### config.mk
export PLATFORM = sky130hd
export DESIGN_NAME = aidan_mcnay_shift_mul
export DESIGN_NICKNAME = d
export VERILOG_FILES = /design/src/rtl/aidan_mcnay_shift_mul.sv
export SDC_FILE = /design/constraint.sdc
export NUM_CORES = 1
export LEC_CHECK = 0
export ABC_AREA = 0
export BUFFER_PORTS_ARGS = -buffer_cell sky130_fd_sc_hd__buf_2
export CAP_MARGIN = 20
export CORE_MARGIN = 1
export CORE_UTILIZATION = 50
export CTS_CLUSTER_SIZE = 25
export DETAILED_ROUTE_END_ITERATION = 8
export PLACE_DENSITY_LB_ADDON = 0.3
export SLEW_MARGIN = 20
export SYNTH_ARGS = -nofsm -noshare
export SYNTH_HDL_FRONTEND = slang
export SYNTH_SLANG_ARGS = --single-unit
### constraint.sdc
create_clock -name clk -period 7.7 [get_ports clk]
set_clock_uncertainty 0.05 [all_clocks]
set_input_delay 1.155 -clock clk [delete_from_list [all_inputs] [get_ports clk]]
set_output_delay 1.155 -clock clk [all_outputs]
set_load 0.05 [all_outputs]
### src/rtl/aidan_mcnay_shift_mul.sv
// aidan_mcnay_shift_mul: iterative shift-add unsigned multiplier, val/rdy in and out.
// Handles one multiplier bit per CALC cycle and exits early once the remaining multiplier bits are zero.
module aidan_mcnay_shift_mul #(
  parameter int nbits = 32
) (
  input  logic             clk,
  input  logic             reset,
  input  logic [nbits-1:0] opa,
  input  logic [nbits-1:0] opb,
  input  logic             istream_val,
  output logic             istream_rdy,
  output logic [nbits-1:0] result,
  output logic             ostream_val,
  input  logic             ostream_rdy
);
  localparam int CW = $clog2(nbits);
  typedef enum logic [1:0] {IDLE, CALC, DONE} state_t;
  state_t           state_q, state_d;
  logic [nbits-1:0] a_q, a_d, b_q, b_d, acc_q, acc_d;
  logic [CW-1:0]    count_q, count_d;
  logic             last;
  assign last = (b_q[nbits-1:1] == '0) || (count_q == CW'(nbits - 1));
  always_ff @(posedge clk or negedge reset)
    if (!reset) begin
      state_q <= IDLE;
      a_q     <= '0;
      b_q     <= '0;
      acc_q   <= '0;
      count_q <= '0;
    end else begin
      state_q <= state_d;
      a_q     <= a_d;
      b_q     <= b_d;
      acc_q   <= acc_d;
      count_q <= count_d;
    end
  // handshake inputs are only looked at in the state where they matter
  always_comb begin
    state_d = state_q;
    case (state_q)
      IDLE:    if (istream_val) state_d = CALC;
      CALC:    if (last) state_d = DONE;
      DONE:    if (ostream_rdy) state_d = IDLE;
      default: state_d = IDLE;
    endcase
  end
  always_comb begin
    a_d     = a_q;
    b_d     = b_q;
    acc_d   = acc_q;
    count_d = count_q;
    if (state_q == IDLE && istream_val) begin
      a_d     = opa;
      b_d     = opb;
      acc_d   = '0;
      count_d = '0;
    end else if (state_q == CALC) begin
      acc_d   = b_q[0] ? acc_q + a_q : acc_q;
      a_d     = a_q << 1;
      b_d     = b_q >> 1;
      count_d = count_q + 1'b1;
    end
  end
  always_comb begin
    istream_rdy = (state_q == IDLE);
    ostream_val = (state_q == DONE);
    result      = acc_q;
  end
endmodule
==> results.cfg, run 1 <==
[synth]
syn_inst = 635
syn-num-nets = 737
yosysWarnings = 0
synth_ff_type = dfrtp_1
syn_area_um2 = 5790
yosysSeqAreaShare = 0.445
async_reset_ff_frac = 1.00
synth_cell_types = 58
synth_edf_count = 0
syn_avg_cell_area_um2 = 9.12
ys_ff_latch = 103

[sta]
post-route-period-util = 0.426
min_period_ns = 3.28
setup_tns_ns = 0
maxSlewViolCount = 0
slew_headroom = 0.345
tightestPinTransition_ns = 0.979
setup_viol = 0
hold_viol_final = 0
rsz0062_at_grt = false
fmax_mhz = 305

[place]
hpwl_um = 9890
placed_cell_area_um2 = 6400
dp_cells = 847
io_buffers = 101
gp_congestion = 0.893

[route]
drt_iter0_drc = 299
wire_per_inst_um = 16.1
antenna_left = 0
num_vias = 5047
wl_um = 13900
drcViolationCount = 0
firstDrtPassIters = 6
vias_per_cell = 5.85

[setup_path]
worstSetupStartpointType = flop
arrival_ns = 3.45
end_kind = flop
path_class = flop to flop
cp.required_ns = 7.87
critPathMaxFanout = 4

[clocking]
insertion_delay_ns = 0.36
cts_buffers = 9
cts_tree = built
clk_pin_slew_worst_paths_ns = 0.07
clockBufferDepth = 2
cts_root_buf = clkbuf_16
postCtsSetupBuffers = 0
h-tree-depth = 3
ctsHoldBuffers = 0
cts.repair.resized = 0
cts_num_sinks = 103

[grt]
antenna_found_initial = 0
gr-total-overflow = 0
grt.total_usage = 0.245
grt_pass1_wl_um = 22500
grt_pass1_vias = 4786
grt_max_degree = 69

[cells_and_area]
stdcell_count = 862
area_delta_synth_final_pct = 15.2
num_antenna_cells = 0
nets = 820
layout-drive-gt1-share = 0.191
final_cell_mix = 176 x nand2_1, 103 x dfrtp_1, 100 x buf_2
fin_area_um2 = 6680
layout_commonest_cell = nand2_1

[power]
ir_worst_vdd_mv = 0.259
power.leakage_nw = 3.48
power.density_nw_per_um2 = 456

[floorplan]
start_util = 0.523
die-area_um2 = 12000
fp.coreArea_um2 = 11100
num_rows = 38
io_pins = 102
dieHeight_um = 110
die_w_um = 110

[run]
drv_cap = 0

[run_status]
status = completed

[worst_hold_path]
min_path_type = flop to flop
## synthesized netlist by cell type (all sizes together) (2+ instances only)
| cell type | n | area [um^2] |
|---|---|---|
| nand2b | 6 | 37.5 |
| o21bai | 3 | 22.5 |
| a21oi | 23 | 119 |
| and3 | 4 | 25.0 |
| a31oi | 3 | 33.8 |
| nor4 | 7 | 43.8 |
| o21a | 4 | 30.0 |
| nor3 | 6 | 40.0 |
| or3 | 3 | 18.8 |
| nand4 | 5 | 31.3 |
| nor4b | 3 | 32.5 |
| clkbuf | 32 | 120 |
| o31ai | 4 | 43.8 |
| o211ai | 2 | 20.0 |
| a21o | 23 | 173 |
| xor2 | 12 | 105 |
| o21ai | 44 | 224 |
| nor2 | 13 | 48.8 |
| ha | 33 | 413 |
| xnor2 | 14 | 123 |
| buf | 2 | 7.51 |
| nand3 | 9 | 45.0 |
| a22oi | 62 | 465 |
| a211oi | 6 | 50.1 |
| dfrtp | 103 | 2580 |
| a311oi | 2 | 17.5 |
| nor2b | 3 | 18.8 |
| inv | 4 | 15.0 |
| a22o | 3 | 26.3 |
| and2 | 3 | 18.8 |
| nand2 | 176 | 661 |
## worst paths after layout
check,cells past startpoint,slack (ns),endpoint,startpoint
max,11,4.42,result[28],result[0]
min,1,0.44,count_q[3],count_q[3]
max reg2reg,11,4.42,result[28],result[0]
min reg2reg,1,0.44,count_q[3],count_q[3]
max in group asynchronous,2,5.69,b_q[6],reset
min in group asynchronous,1,0.75,result[9],reset
## report_power, final
part           internal, W  switching (W)
Sequential        0.000776       0.000201
Combinational     0.000585        0.00106
Clock             0.000220       0.000207
## cell families (layout without fill, tap and decap cells)
logic type,after synthesis,count (layout),synth area share
mux,1,1,0.00173
simple gates,247,247,0.189
buf+inv,38,125,0.0246
xor+xnor,26,26,0.0393
flops,103,103,0.445
fa+ha+maj,34,34,0.0747
compound gates,186,186,0.225
## cell type report
cell class / instances / area (um^2)
inverter: 4 / 15.0
fill: 986 / 4400
timing repair buffer: 106 / 546
clock buffer: 9 / 225
tap: 140 / 175
clock inverter: 6 / 46.3
multi-input combinational: 494 / 3090
sequential: 103 / 2580
## critical path, stage by stage (launching register included)
cell and delay, ns:
dfrtp_1 0.40, ha_1 0.24, fa_1 0.41, a21o_1 0.20
a21o_1 0.21, a211oi_1 0.47, nor3_2 0.12, nor3_2 0.30
o31ai_4 0.15, a21oi_2 0.24, nor4b_1 0.26, a311oi_1 0.09
## sequential cells by signal (all words and copies together) (netlist names)
signal / flops
count_q: 5
b_q: 32
result: 32
state_q: 2
a_q: 32
## per-layer routing
layer	GRT usage	vias up	part of all wire
met4	0.0771	0	0.015
met5	0	-	0
met1	0.326	2434	0.46
met3	0.0581	18	0.057
met2	0.397	155	0.47
li1	-	2440	-
## metrics by stage
stage | util | setup WS, ns | hold slack, ns | power [W]
finish | 0.603 | 4.42 | 0.445 | 0.00305
floorplan | - | 4.51 | 0.399 | 0.00222
global route | 0.603 | 4.14 | 0.472 | 0.00329
global placement | 0.578 | 4.47 | 0.421 | 0.00255
CTS | 0.603 | 4.43 | 0.447 | 0.00306
detailed placement | 0.578 | 4.42 | 0.429 | 0.00262
(Power assumes the default switching activity.)
==> run 2, diff against run 1 <==
--- a/config.mk
+++ b/config.mk
@@ -5,7 +5,7 @@
 export SDC_FILE = /design/constraint.sdc
 export NUM_CORES = 1
 export LEC_CHECK = 0
-export ABC_AREA = 0
+export ABC_AREA = 1
 export BUFFER_PORTS_ARGS = -buffer_cell sky130_fd_sc_hd__buf_2
 export CAP_MARGIN = 20
 export CORE_MARGIN = 1
==> constraint.sdc (replaced) <==
create_clock -name clk -period 3.2 [get_ports clk]
set_clock_uncertainty 0.05 [all_clocks]
set_input_delay 0.48 -clock clk [delete_from_list [all_inputs] [get_ports clk]]
set_output_delay 0.48 -clock clk [all_outputs]
set_load 0.05 [all_outputs]
==> run 2 against run 1 <==
Clock-buffer cell count rose by 2. Power rose to 2.6 times the previous value. Design area rose by 14%. Sequential share of layout area fell by 4.8 points. Fmax rose by 46%. Largest power group unchanged. Highest routed layer is now met5.
==> results.cfg, run 2 <==
[cells_and_area]
regArea_um2 = 2580
layout-drive-gt1-share = 0.123
layout_commonest_cell = nand2_1
stdcell_count = 1233
fin_area_um2 = 7620
num_antenna_cells = 0
n_fill_cell = 1272
area_delta_synth_final_pct = 14.3
final_cell_mix = 390 x nand2_1, 158 x inv_1, 103 x dfrtp_1
nets = 1158
multiInputGateArea_um2 = 3340
fin_util = 0.594

[clocking]
cts_buffers = 9
cts.repair.resized = 0
cts_num_sinks = 103
cts_tree = built
h-tree-depth = 3
ctsHoldBuffers = 0
insertion_delay_ns = 0.36
clk_pin_slew_worst_paths_ns = 0.07
clockBufferDepth = 2
cts_root_buf = clkbuf_16
postCtsSetupBuffers = 0

[floorplan]
dieHeight_um = 117
io_pins = 102
num_rows = 41
fp.coreArea_um2 = 12800
die_w_um = 117
die-area_um2 = 13800
start_util = 0.520

[synth]
synth_top_family_by_area = simple AND/OR/NAND/NOR gates
syn_avg_cell_area_um2 = 6.91
ys_ff_latch = 103
synth_cell_types = 31
synth_fa_ha_area_frac = 0.0649
synth-compound-area-share = 0.115
synth_edf_count = 0
syn-num-nets = 1067
yosysTopAreaCellShare = 0.387
synth.most_common_cell = nand2_1
yosysSeqAreaShare = 0.387
synth_area_leaders = dfrtp_1 39%, nand2_1 22%, inv_1 8.9%
syn_area_um2 = 6670
synthSimpleGateAreaFrac = 0.316
yosysWarnings = 0
syn_inst = 965
synth.area.mux_share = 0
synthXorXnorAreaFrac = 0.00525
synth.largest_area_cell = dfrtp_1
synthTopCellsByCount = 390 x nand2_1, 158 x inv_1, 103 x dfrtp_1
synth_ff_type = dfrtp_1
async_reset_ff_frac = 1.00

[route]
antenna_left = 0
wl_um = 17000
firstDrtPassIters = 5
drt_iter0_drc = 409
drcViolationCount = 0
vias_per_cell = 5.15
num_vias = 6344
wire_per_inst_um = 13.8

[power]
power.density_nw_per_um2 = 1050
ir_worst_vdd_mv = 0.752
power.leakage_nw = 4.37

[sta]
setup_tns_ns = 0
post-route-period-util = 0.702
fmax_mhz = 445
setup_ws_ns = 0.955
tightestPinTransition_ns = 0.727
setup_viol = 0
slew_headroom = 0.516
maxSlewViolCount = 0
min_period_ns = 2.24
rsz0062_at_grt = false
hold_viol_final = 0

[setup_path]
crit_path_end = result[24]
path_class = flop to flop
end_kind = flop
critPathMaxFanout = 4
r2r_setup_slack_ns = 0.96
cp.required_ns = 3.40
arrival_ns = 2.45
r2r_cells = 12
crit_start = result[0]
r2r_end = result[24]
worstSetupStartpointType = flop
r2r-start = result[0]

[grt]
grt_pass1_wl_um = 28800
grt.total_usage = 0.258
antenna_found_initial = 1
grt_pass1_vias = 6012
grt_max_degree = 66
gr-total-overflow = 0

[run_status]
status = completed

[place]
dp_cells = 1217
place_ws_ns = 0.968
io_buffers = 101
placed_cell_area_um2 = 7300
hpwl_um = 12700
gp_congestion = 0.920

[worst_hold_path]
min_path_type = input pin to async pin

[run]
drv_cap = 0
[run 2: cell types whose count changed in the layout (fill, tap and decap cells not counted), sizes merged, moves of 8 or more]
cell    previous run  this run
o221ai             0        29
nand3              9        55
a21oi             23        31
a21o              23         1
xnor2             14         3
inv                6       167
xor2              12         1
o21ai             44        33
nor2              13        50
nand2            176       390
a22oi             62        10
[run 2: logic make-up (layout without fill, tap and decap cells)]
kind of cell / Yosys count / after routing
compound gates: 118 / 118
xor+xnor: 4 / 4
fa+ha+maj: 34 / 34
simple gates: 518 / 518
flops: 103 / 103
buf+inv: 188 / 284
[run 2: worst min-delay path by stage]
stage                 end  depth (start not counted)
2_1_floorplan      a_q[0]                          0
3_3_place_gp   count_q[4]                          1
3_5_place_dp      b_q[29]                          2
4_1_cts           a_q[25]                          1
5_1_grt           a_q[25]                          1
6_report       result[14]                          1
[run 2: critical path, stage by stage (launching register included)]
cell and delay [ns]:
dfrtp_1 0.40, ha_1 0.24, fa_1 0.45, nand3_1 0.11
nand3_1 0.19, nand2_1 0.11, nand2_1 0.09, nand2_1 0.08
nand2_1 0.10, nand2_1 0.10, nand3_1 0.07, nand3_1 0.09
nand2_1 0.05
[run 2: metrics by stage]
step	power, W	hold WS, ns
2_1_floorplan	0.00577	0.134
3_3_place_gp	0.00672	0.441
3_5_place_dp	0.00681	0.449
4_1_cts	0.00803	0.151
5_1_grt	0.00872	0.186
6_report	0.00802	0.130
[run 2: where the power goes]
part           switching (W)  internal (W)
Combinational        0.00311       0.00139
Clock               0.000530      0.000665
Sequential          0.000441       0.00189
[run 2: final cells by class]
type                            count  area share
Timing Repair Buffer              104      0.0713
Tap cell                          172      0.0282
Sequential cell                   103       0.338
Clock inverter                      5     0.00920
Clock buffer                       11      0.0332
Inverter                          164      0.0811
Multi-Input combinational cell    674       0.439
[run 2: metal layers]
layer | wire length, um | share of wire | global-route usage | vias to the layer above
li1 | - | - | - | 3250
met1 | 8250 | 0.49 | 0.356 | 2912
met2 | 7580 | 0.45 | 0.409 | 161
met3 | 908 | 0.053 | 0.0606 | 19
met4 | 232 | 0.014 | 0.0681 | 2
met5 | 13 | 0.00077 | 0 | -
